**config.mk**
```make
export PLATFORM = sky130hd
export DESIGN_NAME = jk_excite_driver
export DESIGN_NICKNAME = d
export VERILOG_FILES = /design/src/rtl/jk_excite_driver.sv
export SDC_FILE = /design/constraint.sdc
export NUM_CORES = 1
export LEC_CHECK = 0
export CORE_ASPECT_RATIO = 0.7
export CORE_MARGIN = 2
export CORE_UTILIZATION = 30
export DETAILED_ROUTE_END_ITERATION = 7
export PLACE_DENSITY = 0.49
export SLEW_MARGIN = 20
export SYNTH_ARGS = -nofsm -noshare
export SYNTH_HDL_FRONTEND = slang
export SYNTH_SLANG_ARGS = --single-unit
```
**constraint.sdc**
```tcl
create_clock -name clk -period 1.84 [get_ports clk]
set_input_delay 0.368 -clock clk [delete_from_list [all_inputs] [get_ports clk]]
set_output_delay 0.368 -clock clk [all_outputs]
set_load 0.05 [all_outputs]
```
**src/rtl/jk_excite_driver.sv**
```systemverilog
// Excitation driver for a JK flip-flop bank. Buffers target words and derives J/K from the bank's
// current Q so each target lands in one clock, then checks Q feedback for mismatches.
module jk_excite_driver #(
  parameter int unsigned WIDTH      = 4,
  parameter int unsigned DEPTH      = 4,
  parameter int unsigned TOGGLE_EXC = 0
) (
  input  logic                       clk,
  input  logic                       rst_n,
  input  logic                       in_valid,
  output logic                       in_ready,
  input  logic [WIDTH-1:0]           in_data,
  input  logic [WIDTH-1:0]           q_fb,
  output logic [WIDTH-1:0]           j,
  output logic [WIDTH-1:0]           k,
  output logic                       busy,
  output logic [$clog2(DEPTH):0]     level,
  input  logic                       clear_err,
  output logic                       err,
  output logic [7:0]                 err_cnt
);

  localparam int unsigned AW = $clog2(DEPTH);
  localparam int unsigned LW = AW + 1;

  localparam logic [1:0] StIdle  = 2'd0;
  localparam logic [1:0] StDrive = 2'd1;
  localparam logic [1:0] StCheck = 2'd2;

  logic [WIDTH-1:0] mem [DEPTH];
  logic [AW-1:0]    wr_ptr_q, rd_ptr_q;
  logic [LW-1:0]    level_q, level_d;
  logic             init_q;
  logic [1:0]       state_q, state_d;
  logic [WIDTH-1:0] j_q, j_d, k_q, k_d;
  logic [WIDTH-1:0] tgt_q, tgt_d;
  logic             err_q, err_d;
  logic [7:0]       cnt_q, cnt_d;

  logic             full, empty, push, pop, mismatch;
  logic [WIDTH-1:0] head, diff, exc_j, exc_k;

  assign full     = (level_q == LW'(DEPTH));
  assign empty    = (level_q == '0);
  // Stays low until the first edge after reset release.
  assign in_ready = init_q & ~full;
  assign push     = in_valid & in_ready;
  assign pop      = ((state_q == StIdle) || (state_q == StCheck)) && !empty;
  assign head     = mem[rd_ptr_q];

  assign j       = j_q;
  assign k       = k_q;
  assign level   = level_q;
  assign busy    = (state_q != StIdle) || !empty;
  assign err     = err_q;
  assign err_cnt = cnt_q;

  always_comb begin
    diff = q_fb ^ head;
    if (TOGGLE_EXC != 0) begin
      exc_j = diff;
      exc_k = diff;
    end else begin
      exc_j = diff & head;
      exc_k = diff & ~head;
    end
  end

  // An X/Z compare takes the else branch, so unknown feedback counts as a mismatch.
  always_comb begin
    mismatch = 1'b1;
    if (q_fb == tgt_q) mismatch = 1'b0;
    else               mismatch = 1'b1;
  end

  always_comb begin
    state_d = state_q;
    j_d     = '0;
    k_d     = '0;
    tgt_d   = tgt_q;
    case (state_q)
      StIdle, StCheck: begin
        if (pop) begin
          j_d     = exc_j;
          k_d     = exc_k;
          tgt_d   = head;
          state_d = StDrive;
        end else begin
          state_d = StIdle;
        end
      end
      StDrive: state_d = StCheck;
      default: state_d = StIdle;
    endcase
  end

  always_comb begin
    level_d = level_q;
    case ({push, pop})
      2'b10:   level_d = level_q + LW'(1);
      2'b01:   level_d = level_q - LW'(1);
      default: level_d = level_q;
    endcase
  end

  // Clear is applied first so a same-edge mismatch still records as the first error.
  always_comb begin
    err_d = err_q;
    cnt_d = cnt_q;
    if (clear_err) begin
      err_d = 1'b0;
      cnt_d = 8'd0;
    end
    if ((state_q == StCheck) && mismatch) begin
      err_d = 1'b1;
      if (cnt_d != 8'hFF) cnt_d = cnt_d + 8'd1;
    end
  end

  always_ff @(posedge clk) begin
    if (push) mem[wr_ptr_q] <= in_data;
  end

  always_ff @(posedge clk or negedge rst_n) begin
    if (!rst_n) begin
      wr_ptr_q <= '0;
      rd_ptr_q <= '0;
      level_q  <= '0;
      init_q   <= 1'b0;
      state_q  <= StIdle;
      j_q      <= '0;
      k_q      <= '0;
      tgt_q    <= '0;
      err_q    <= 1'b0;
      cnt_q    <= 8'd0;
    end else begin
      init_q  <= 1'b1;
      level_q <= level_d;
      state_q <= state_d;
      j_q     <= j_d;
      k_q     <= k_d;
      tgt_q   <= tgt_d;
      err_q   <= err_d;
      cnt_q   <= cnt_d;
      if (push) wr_ptr_q <= wr_ptr_q + AW'(1);
      if (pop)  rd_ptr_q <= rd_ptr_q + AW'(1);
    end
  end

endmodule

```
==> results.txt <==
- The run finished with clean final reports.
- Cell area after synthesis: 2100 um2
- The count of nets left with antenna violations once routing finished came out at 0.
- Switching share of total power: 0.404
* Fill cell count: 648
* X dimension of the die: 104 um
* Total die area: 7690 um2
- Sum of overflow across all layers after global routing: 0
- Power consumption: 4.30 mW
* Post-Synthesis Cells: 155
- Detailed Routing Iterations Pass 1: 4
- End point of the worst hold path: state_q[1]
* Core region area: 6760 um2
- TritonCTS clock tree: yes
- Pins Over Slew Limit: 0
- The internal portion of the total power is 2.56 mW.
* Proportion of layout cells with a drive suffix above 1: 0.420
- Data arrival, critical path: 2.05 ns
- Seq/Total Area, Yosys: 0.598
- The worst-case IR drop observed on VDD is 1.26 mV.
- After synthesis, the mean cell area works out to 13.5 um2.
- Area of the multi-input gates: 876 um2
* Upper clock frequency limit: 548 MHz
* Most common cell after layout, fill and taps aside: buf_4
* Count of maximum capacitance violations: 0
- The final layout contains 237 nets.
- The top cell types in the final layout, fill and taps aside, are buf_4 (46), dfrtp_1 (26), edfxtp_1 (16).
- Post-synthesis net count: 174
* Clock net sink count: 47
* Worst-path clk slew: 0.08 ns
* Leakage power: 1.23 nW
* Startpoint kind of the worst setup timing path: register
* Leading register cell type out of synthesis: dfrtp_1
- Post-detailed-route DRC marker count: 0
* Reg-to-reg critical path endpoint: level[2]
* Type of the setup path with the least slack: reg -> reg
- Entering global routing, the biggest net connects 32 pins.
* Tot GR Track Use: 0.125
* Initial antenna violation count: 0
* Setup Viol. Count Final: 0
- Category of the worst setup path capture point: register
- In this run the number of H-tree levels came out at 2.
* Root Driver: clkbuf_8
* Worst-case reg-to-reg path depth: 10
- At the end of routability-driven placement, the weighted congestion stood at 0.797.
* Worst setup path startpoint: level[1]
* Worst clock skew: 0.00957 ns
- Final worst-path cycle share: 0.992
- Total CTS buffers: 5
- Floorplan row count: 25
- Minimum setup slack among reg-to-reg paths: 0.01 ns
* Count of boundary I/O pins: 34
- Once detailed placement completed, the half-perimeter wirelength came to 3.35 mm.
* Share of synthesized flip-flops with an asynchronous set or reset: 0.660
* Setup repair after global routing missed its margin: true
- Iter 0 DRT Violations: 53
* Count of input and output buffers: 33
- Maximum fanout along the worst path: 3
* Startpoint of the lowest-slack hold path: state_q[1]
- Endpoints failing hold: 0
- Post-detailed-routing wire length: 4.56 mm
- Clk pwr share: 0.139
* PD cells: 1500 nW/um2
* Initial Util: 0.311
* Vias: 1416
* Total number of yosys warnings: 0
- Placed Cells: 302
* Count of flip-flops with a built-in enable after synthesis: 16
- Hold Worst Slack: 0.460 ns
- The synthesized design contains 47 register bits.
* Detail-routed net length per standard cell: 14.6 um
- In this run the power spent charging and discharging nets is 1.74 mW.
* Vias in the first global route: 1500
- Along the worst hold path, the cell count comes to 1.
* Count of unique library cells instantiated by Yosys: 39
* Vertical die dimension: 74.0 um
- The share of total power dissipated in combinational logic is 0.490.
- STA puts the critical path data required time at 2.06 ns.
* Final antenna diode count: 0
- Startpoint of the worst register-to-register path: level[1]
* Wire length of the first global-routing pass: 7.40 mm
* Via density per instance: 4.52
* Sequential fraction of design power: 0.372
- The clock passes through at most 2 buffers.
- The sequential cells in the finished layout cover a total of 1260 um2.
- Type of the most critical hold path: reg -> reg
- Worst-skew pair later-pin latency: 0.31 ns
- Number of buffers inserted by hold repair at cts: 0
- Excluding fillers, the count of instances in the completed layout stands at 313.
* Area growth from synthesis to final layout: 36.7%
* Minimum clock period: 1.83 ns
[metal layers]
metal	up-vias	global-route usage	part of all wire
met5	-	0	0
met4	0	0.0315	0.0070
met3	5	0.0438	0.050
met2	32	0.197	0.46
met1	701	0.168	0.48
li1	678	-	-
[sequential cells by signal, indices dropped and copies added, names as in the netlist, 2 cells and up]
name,count
k,4
rd_ptr_q,2
err_cnt,8
wr_ptr_q,2
j,4
level,3
tgt_q,4
mem,16
state_q,2
[cells in the mapped netlist (all sizes together) (4+ instances only)]
cell,instances,area [um2]
mux4,4,90.1
nor2b,5,31.3
edfxtp,16,480
mux2,6,71.3
and3,5,31.3
ha,6,75.1
xor2,7,61.3
nor2,15,58.8
nor4b,4,35.0
nand3,4,20.0
dfrtp,31,776
inv,8,30.0
nand2,7,26.3
[timing repair]
item | in CTS | in global routing
endpoints found under the setup margin | 2 | 7
pin swaps | 2 | 2
resized for setup | 1 | 12
setup buffers | 1 | 2
[through the flow]
step	cell area, um2	worst slack [ns]	setup TNS (ns)	util
after floorplan	2140	-0.348	-0.670	-
after global placement	2710	-0.239	-1.75	0.400
after detailed placement	2710	-0.292	-2.01	0.400
after CTS	2800	-0.0261	-0.0261	0.414
after global routing	2870	-0.0507	-0.111	0.425
final	2870	0.0142	0	0.425
[power by group through the flow]
stage | logic, mW | registers [mW] | clock network, mW
after floorplan | 0.993 | 1.93 | 0
after global placement | 1.96 | 1.60 | 0
after detailed placement | 2.01 | 1.61 | 0
after CTS | 2.05 | 1.60 | 0.618
after global routing | 2.25 | 1.63 | 0.673
final | 2.10 | 1.60 | 0.596
[worst max path at each step]
stage                  to  slack (ns)
2_1_floorplan    level[2]       -0.35
3_3_place_gp   err_cnt[1]       -0.24
3_5_place_dp   err_cnt[7]       -0.29
4_1_cts          level[2]       -0.03
5_1_grt          level[2]       -0.05
6_report         level[2]        0.01
[critical path, stage by stage, from the launching register on]
cell	delay [ns]
dfrtp_2	0.43
inv_4	0.08
a31oi_4	0.08
and2_4	0.15
inv_2	0.06
ha_4	0.13
inv_2	0.03
fa_2	0.34
xor2_1	0.17
nor2_1	0.13
xor2_1	0.15
[kinds of logic after synthesis]
kind of cell | Yosys count | share of synthesized area
compound gates | 16 | 0.0715
xor+xnor | 10 | 0.0417
fa+ha+maj | 7 | 0.0453
buf+inv | 12 | 0.0232
flops | 47 | 0.598
mux | 12 | 0.0864
other cells | 1 | 0.00179
simple gates | 50 | 0.132
[layout make-up]
type | instances | area share
well taps | 94 | 0.0410
clock inverters | 1 | 0.00174
clock buffers | 7 | 0.0266
inverters | 8 | 0.0113
repair buffers | 60 | 0.174
multi-input cells | 96 | 0.305
flip-flops and latches | 47 | 0.440
Note: power is estimated with default switching activity, not from simulation.
